--- src/rtl/crc_pkg.sv ---
// rtl/crc_pkg.sv - shared types and constants for the serial CRC checker
// Contents: FSM state enum, default frame geometry, error-counter width.
package crc_pkg;

   typedef enum logic [1:0] {
      IDLE  = 2'd0,
      SHIFT = 2'd1,
      DONE  = 2'd2
   } state_t;

   localparam int WCODE_DEF = 5;   // data bits per frame
   localparam int WPOLY_DEF = 4;   // generator width, degree WPOLY-1
   localparam int ERRCNT_W  = 8;   // width of the optional error counter

endpackage

--- src/rtl/crc_lfsr_step.sv ---
// rtl/crc_lfsr_step.sv - one-bit GF(2) long-division step
// Ports:
//   rem      in  WPOLY-1  current partial remainder
//   bit_in   in  1        next dividend bit
//   poly     in  WPOLY-1  generator polynomial without its implied top bit
//   rem_next out WPOLY-1  partial remainder after absorbing bit_in
module crc_lfsr_step
   import crc_pkg::*;
#(
   parameter int WPOLY = WPOLY_DEF
) (
   input  logic [WPOLY-2:0] rem,
   input  logic             bit_in,
   input  logic [WPOLY-2:0] poly,
   output logic [WPOLY-2:0] rem_next
);

   // The bit leaving the top of rem is the quotient bit; when set, the
   // generator is subtracted (XOR) from the shifted remainder.
   assign rem_next = {rem[WPOLY-3:0], bit_in} ^ (rem[WPOLY-2] ? poly : '0);

endmodule

--- src/rtl/crc_check.sv ---
// rtl/crc_check.sv - serial CRC checker, MSB-first codeword with valid/ready
// Optional feature macro: CRC_CHECK_ERRCNT_EN (adds o_err_cnt).
// Ports:
//   i_clk, i_rst_n       clock, asynchronous active-low reset
//   i_valid, i_bit       serial codeword bit and its qualifier
//   i_sof                marks i_bit as bit 0 of a frame
//   i_poly               generator polynomial, top bit implied
//   o_ready              a bit is accepted this cycle when i_valid is high
//   o_valid              one-cycle pulse when results are updated
//   o_data, o_syndrome   data field and remainder of the last frame
//   o_err                syndrome is non-zero
//   o_err_cnt            saturating count of erroneous frames (macro only)
module crc_check
   import crc_pkg::*;
#(
   parameter int WCODE = WCODE_DEF,
   parameter int WPOLY = WPOLY_DEF
) (
   input  logic                i_clk,
   input  logic                i_rst_n,
   input  logic                i_valid,
   input  logic                i_bit,
   input  logic                i_sof,
   input  logic [WPOLY-1:0]    i_poly,
   output logic                o_ready,
   output logic                o_valid,
   output logic [WCODE-1:0]    o_data,
   output logic [WPOLY-2:0]    o_syndrome,
   output logic                o_err
`ifdef CRC_CHECK_ERRCNT_EN
   ,
   output logic [ERRCNT_W-1:0] o_err_cnt
`endif
);

   localparam int WCRC  = WPOLY - 1;
   localparam int LEN   = WCODE + WCRC;
   localparam int CNT_W = $clog2(LEN);

   state_t            state, state_next;
   logic [CNT_W-1:0]  idx;        // index of the next bit within the frame
   logic [WCRC-1:0]   rem;
   logic [WCRC-1:0]   poly_lat;
   logic [WCODE-1:0]  data_sr;
   logic [WCRC-1:0]   step_rem;
   logic [WCRC-1:0]   rem_next;
   logic              accept;
   logic              frame_start;
   logic              last_bit;
   logic              unused_poly_msb;

   assign unused_poly_msb = i_poly[WPOLY-1];

   assign o_ready     = (state != DONE);
   assign o_valid     = (state == DONE);
   assign accept      = i_valid && o_ready;
   assign frame_start = accept && i_sof;
   assign last_bit    = accept && !i_sof && (state == SHIFT) && (idx == CNT_W'(LEN - 1));

   // A starting frame divides from a zero remainder, so the feedback bit is
   // zero and the not-yet-latched polynomial cannot influence the result.
   assign step_rem = frame_start ? '0 : rem;

   crc_lfsr_step #(.WPOLY(WPOLY)) u_step (
      .rem      (step_rem),
      .bit_in   (i_bit),
      .poly     (poly_lat),
      .rem_next (rem_next)
   );

   always_ff @(posedge i_clk or negedge i_rst_n) begin
      if (!i_rst_n) state <= IDLE;
      else          state <= state_next;
   end

   always_comb begin
      state_next = state;
      unique case (state)
         IDLE:    if (frame_start) state_next = SHIFT;
         SHIFT:   if (last_bit)    state_next = DONE;
         DONE:    state_next = IDLE;
         default: state_next = IDLE;
      endcase
   end

   always_ff @(posedge i_clk or negedge i_rst_n) begin
      if (!i_rst_n) begin
         idx        <= '0;
         rem        <= '0;
         poly_lat   <= '0;
         data_sr    <= '0;
         o_data     <= '0;
         o_syndrome <= '0;
         o_err      <= 1'b0;
      end else if (frame_start) begin
         // Also covers a restart in the middle of a frame.
         poly_lat <= i_poly[WCRC-1:0];
         rem      <= rem_next;
         idx      <= CNT_W'(1);
         data_sr  <= {{(WCODE-1){1'b0}}, i_bit};
      end else if (accept && (state == SHIFT)) begin
         rem <= rem_next;
         idx <= idx + CNT_W'(1);
         if (idx < CNT_W'(WCODE))
            data_sr <= {data_sr[WCODE-2:0], i_bit};
         if (last_bit) begin
            o_data     <= data_sr;
            o_syndrome <= rem_next;
            o_err      <= |rem_next;
         end
      end
   end

`ifdef CRC_CHECK_ERRCNT_EN
   // o_err is already the new frame's flag while in DONE.
   always_ff @(posedge i_clk or negedge i_rst_n) begin
      if (!i_rst_n)
         o_err_cnt <= '0;
      else if ((state == DONE) && o_err && (o_err_cnt != '1))
         o_err_cnt <= o_err_cnt + ERRCNT_W'(1);
   end
`endif

endmodule

--- config.mk ---
export PLATFORM = sky130hd
export DESIGN_NAME = crc_check
export DESIGN_NICKNAME = d
export VERILOG_FILES = /design/src/rtl/crc_pkg.sv /design/src/rtl/crc_lfsr_step.sv /design/src/rtl/crc_check.sv
export SDC_FILE = /design/constraint.sdc
export NUM_CORES = 1
export LEC_CHECK = 0
export ABC_AREA = 1
export CORE_MARGIN = 2
export CORE_UTILIZATION = 30
export DETAILED_ROUTE_END_ITERATION = 10
export RECOVER_POWER = 25
export SYNTH_ARGS = -nofsm -noshare
export SYNTH_HDL_FRONTEND = slang
export SYNTH_HIERARCHICAL = 1
export SYNTH_SLANG_ARGS = --single-unit
--- constraint.sdc ---
create_clock -name i_clk -period 2.2 [get_ports i_clk]
set_input_delay 0.66 -clock i_clk [delete_from_list [all_inputs] [get_ports i_clk]]
set_output_delay 0.66 -clock i_clk [all_outputs]
set_load 0.05 [all_outputs]
==> impl_metrics.xml <==
<?xml version="1.0" encoding="UTF-8"?>
<metrics>
  <group name="status">
    <metric name="run_status" unit="">finished clean</metric>
  </group>
  <group name="synthesis">
    <metric name="synth.lib_cells_used.distinct" unit="">17</metric>
    <metric name="synthMostInstantiatedCell" unit="">nand2_1</metric>
    <metric name="synth_top_cell_area_share" unit="">0.5274</metric>
    <metric name="synth.area.top_cells" unit="">dfrtp_1 (53%), nand2_1 (16%), nand3_1 (5.9%)</metric>
    <metric name="synth_area_per_cell" unit="sq um">8.412</metric>
    <metric name="synth_top_cell_by_area" unit="">dfrtp_1</metric>
    <metric name="postSynthNetCount" unit="">152</metric>
    <metric name="synth_seq_cells" unit="">25</metric>
    <metric name="async_flop_share" unit="">1.000</metric>
    <metric name="postSynth.topFlopCell" unit="">dfrtp_1</metric>
    <metric name="yosys-top-cells-count" unit="">nand2_1 (52), dfrtp_1 (25), nand3_1 (14), inv_1 (10), o21ai_1 (9)</metric>
    <metric name="synthesis.area" unit="sq um">1186</metric>
    <metric name="edff_count_synth" unit="">0</metric>
    <metric name="post_synth_inst_count" unit="">141</metric>
    <metric name="ys_seq_area_frac" unit="">0.5274</metric>
    <metric name="warnings_from_yosys" unit="">6</metric>
  </group>
  <group name="critical_path">
    <metric name="crit_path_start" unit="">i_sof</metric>
    <metric name="criticalPathCategory" unit="">input pin to flop</metric>
    <metric name="critical_path.slowest_cell" unit="">clkdlybuf4s50_1</metric>
    <metric name="cp.required" unit="ns">2.36</metric>
    <metric name="critical_path.max_stage_delay" unit="ns">0.42</metric>
    <metric name="rrSetupSlack" unit="ns">0.51</metric>
    <metric name="worstRegToRegCells" unit="">12</metric>
    <metric name="worstSetupStartpointType" unit="">input pin</metric>
    <metric name="reg2reg_to" unit="">o_err</metric>
    <metric name="cell_by_cell_listing_of_the_critical_path" unit="">clkdlybuf4s50_1, nand2_1, inv_1, nand2_4, inv_2, buf_4, nor2_1, inv_1, nand3_1, nand2_1, or2_2, o21ai_1, nand2_1</metric>
    <metric name="worst-endpoint-arrival" unit="ns">2.23</metric>
    <metric name="reg2reg_from" unit="">state[0]</metric>
    <metric name="setup.worst_path.end" unit="">o_err</metric>
    <metric name="critPathMaxFanout" unit="">2</metric>
    <metric name="endpoint_kind" unit="">flop</metric>
    <metric name="critical_path.most_common_cell" unit="">nand2_1</metric>
  </group>
  <group name="layout">
    <metric name="post_route_cells_drive_above_1_share" unit="">0.1845</metric>
    <metric name="final_core_util" unit="">0.3964</metric>
    <metric name="post_layout_nonfiller_instances" unit="">216</metric>
    <metric name="count_of_antenna_diodes_in_the_layout" unit="">0</metric>
    <metric name="syn_to_final_growth" unit="%">25.11</metric>
    <metric name="number_of_fill_cells_in_the_layout" unit="">399</metric>
    <metric name="fin_nets" unit="">180</metric>
  </group>
  <group name="global_route">
    <metric name="gr-usage-met3" unit="">0.01520</metric>
    <metric name="antenna_found_initial" unit="">0</metric>
    <metric name="use_met2" unit="">0.2113</metric>
    <metric name="grt_max_degree" unit="">26</metric>
    <metric name="grt.total_usage" unit="">0.1173</metric>
    <metric name="grt.overflow.total" unit="">0</metric>
    <metric name="grt_pass1_wl" unit="microns">4029</metric>
    <metric name="gr-max-usage-layer" unit="">met2</metric>
    <metric name="first_global_vias" unit="">948</metric>
    <metric name="grt_use_met1" unit="">0.1403</metric>
  </group>
  <group name="sta">
    <metric name="setup_viol_count_final" unit="">0</metric>
    <metric name="worst_pin_slew" unit="ns">0.6257</metric>
    <metric name="clock_period_minus_final_worst_setup_slack" unit="ns">2.070</metric>
    <metric name="slew_headroom" unit="">0.5829</metric>
    <metric name="post-route-period-util" unit="">0.9408</metric>
    <metric name="rsz0062_at_grt" unit="">false</metric>
    <metric name="finalHoldViolCount" unit="">0</metric>
    <metric name="max_clock_freq" unit="MHz">483.1</metric>
    <metric name="fin_skew" unit="ns">0.002028</metric>
    <metric name="setup_ws" unit="ns">0.1301</metric>
    <metric name="timing.final.max_slew_violations" unit="">0</metric>
  </group>
  <group name="drt">
    <metric name="post-route-drc-count" unit="">0</metric>
    <metric name="wire_per_inst" unit="microns">10.38</metric>
    <metric name="route.final.wire_length" unit="microns">2243</metric>
    <metric name="viasPerCell" unit="">4.481</metric>
    <metric name="dr.first_iter.drc_count" unit="">27</metric>
    <metric name="final_antenna_net_count" unit="">0</metric>
    <metric name="drtPass1Iterations" unit="">4</metric>
    <metric name="route.vias.total" unit="">968</metric>
  </group>
  <group name="cts">
    <metric name="cts_tree" unit="">built</metric>
    <metric name="clkLatencyLatePin" unit="ns">0.27</metric>
    <metric name="cts.sink_count" unit="">25</metric>
    <metric name="numCtsBuffers" unit="">3</metric>
    <metric name="post-cts-setup-buffer-count" unit="">0</metric>
    <metric name="clock-root-buffer" unit="">clkbuf_8</metric>
    <metric name="clk_path_buf_depth" unit="">2</metric>
    <metric name="h_tree_lvl_count" unit="">1</metric>
    <metric name="clock_transition_at_path_regs" unit="ns">0.09</metric>
  </group>
  <group name="power_and_ir_drop">
    <metric name="netSwitchingPower" unit="uW">599.7</metric>
    <metric name="p_per_area" unit="nW/um^2">1018</metric>
    <metric name="leakage" unit="uW">0.0008031</metric>
    <metric name="peakVddDrop" unit="mV">0.2995</metric>
    <metric name="p_comb_frac" unit="">0.383</metric>
    <metric name="power.switching_fraction" unit="">0.3970</metric>
    <metric name="pwr_total" unit="uW">1511</metric>
    <metric name="clockPowerShare" unit="">0.178</metric>
    <metric name="seqPwrFrac" unit="">0.439</metric>
    <metric name="internal_power" unit="uW">910.8</metric>
  </group>
  <group name="placed_design">
    <metric name="buffer_ports.inserted" unit="">18</metric>
    <metric name="gp_routability_congestion" unit="">0.7941</metric>
    <metric name="dp_hpwl" unit="microns">1697</metric>
    <metric name="dp.cells" unit="">212</metric>
    <metric name="post-place-ws" unit="ns">-0.2663</metric>
  </group>
  <group name="die">
    <metric name="floorplan.initialDensity" unit="">0.3168</metric>
    <metric name="ioPinCount" unit="">20</metric>
    <metric name="die_y" unit="microns">66.88</metric>
    <metric name="placementRows" unit="">22</metric>
    <metric name="die_width" unit="microns">66.88</metric>
    <metric name="die_area" unit="sq um">4473</metric>
    <metric name="core_area" unit="sq um">3744</metric>
  </group>
  <group name="worst_hold_path">
    <metric name="hold_path.class" unit="">flop to flop</metric>
  </group>
  <group name="flow_run">
    <metric name="drv.max_cap_violation_count" unit="">0</metric>
  </group>
</metrics>
-- metal layers --
| layer | share of wire | vias to the layer above |
|---|---|---|
| li1 | - | 503 |
| met1 | 0.45 | 447 |
| met2 | 0.51 | 13 |
| met3 | 0.026 | 5 |
| met4 | 0.016 | 0 |
| met5 | 0 | - |
-- flip-flops by register name (all words and copies together), names as in the netlist --
register / flops
data_sr: 5
o_data: 5
idx: 3
o_syndrome: 3
poly_lat: 3
rem: 3
state: 2
o_err: 1
-- worst max-delay path, delay by kind of cell --
family,cells,cell delay [ns]
buffers and inverters,5,0.70
and+or+nand+nor,7,0.73
AOI/OAI and AO/OA,1,0.13
-- logic make-up after synthesis --
logic type / count (synthesis) / synth area share
buffers and inverters: 17 / 0.07278
adder cells (fa/ha/maj): 2 / 0.02109
flip-flops: 25 / 0.5274
AND/OR/NAND/NOR: 80 / 0.3070
AO/OA/AOI/OAI: 17 / 0.07172
-- layout by cell type, fill, tap and decap left out, types with 2 or more instances in the layout --
cell / instances
nor2_2: 2
inv_2: 4
o21ai_0: 6
nor2_1: 5
buf_4: 13
ha_1: 2
clkdlybuf4s50_1: 11
dfrtp_1: 25
inv_1: 10
clkbuf_8: 3
o21ai_1: 10
nand3_1: 14
nand2_2: 2
nand2_4: 2
nand2_1: 52
-- what timing repair did --
item | in CTS | in global routing
hold endpoints to repair | 0 | 0
gates resized for setup | 0 | 2
hold buffers | 0 | 0
setup endpoints to repair | 0 | 1
-- power groups by stage --
stage	combinational, uW	clock [uW]	sequential [uW]
2_1_floorplan	254	0	814
3_3_place_gp	566	0	669
3_5_place_dp	582	0	674
4_1_cts	583	276	664
5_1_grt	642	298	687
6_report	578	270	663
-- worst min path at each step --
stage / startpoint / endpoint / slack (ns) / cells after the start
after floorplan: i_rst_n / data_sr[0] / 0.36 / 0
after global placement: o_data[2] / o_data[2] / 0.46 / 2
after detailed placement: o_data[2] / o_data[2] / 0.46 / 2
after CTS: o_data[2] / o_data[2] / 0.48 / 2
after global routing: o_data[4] / o_data[4] / 0.51 / 2
final: o_data[0] / o_data[0] / 0.48 / 2
-- final cells by class --
type	count	area, sq um	area share
inverters	14	52.55	0.03541
flip-flops and latches	25	625.6	0.4216
repair buffers	26	222.7	0.1501
well taps	48	60.06	0.04047
multi-input cells	99	476.7	0.3212
clock inverters	1	5.005	0.003373
clock buffers	3	41.29	0.02782
-- per-stage QoR --
| stage | TNS (ns) | hold slack (ns) | cell area (sq um) |
|---|---|---|---|
| floorplan | 0 | 0.3644 | 1186 |
| global placement | -0.1978 | 0.4550 | 1438 |
| detailed placement | -0.3766 | 0.4631 | 1438 |
| CTS | 0 | 0.4826 | 1484 |
| global route | 0 | 0.5088 | 1484 |
| finish | 0 | 0.4778 | 1484 |
No activity file was read; power rests on OpenSTA's default activity.
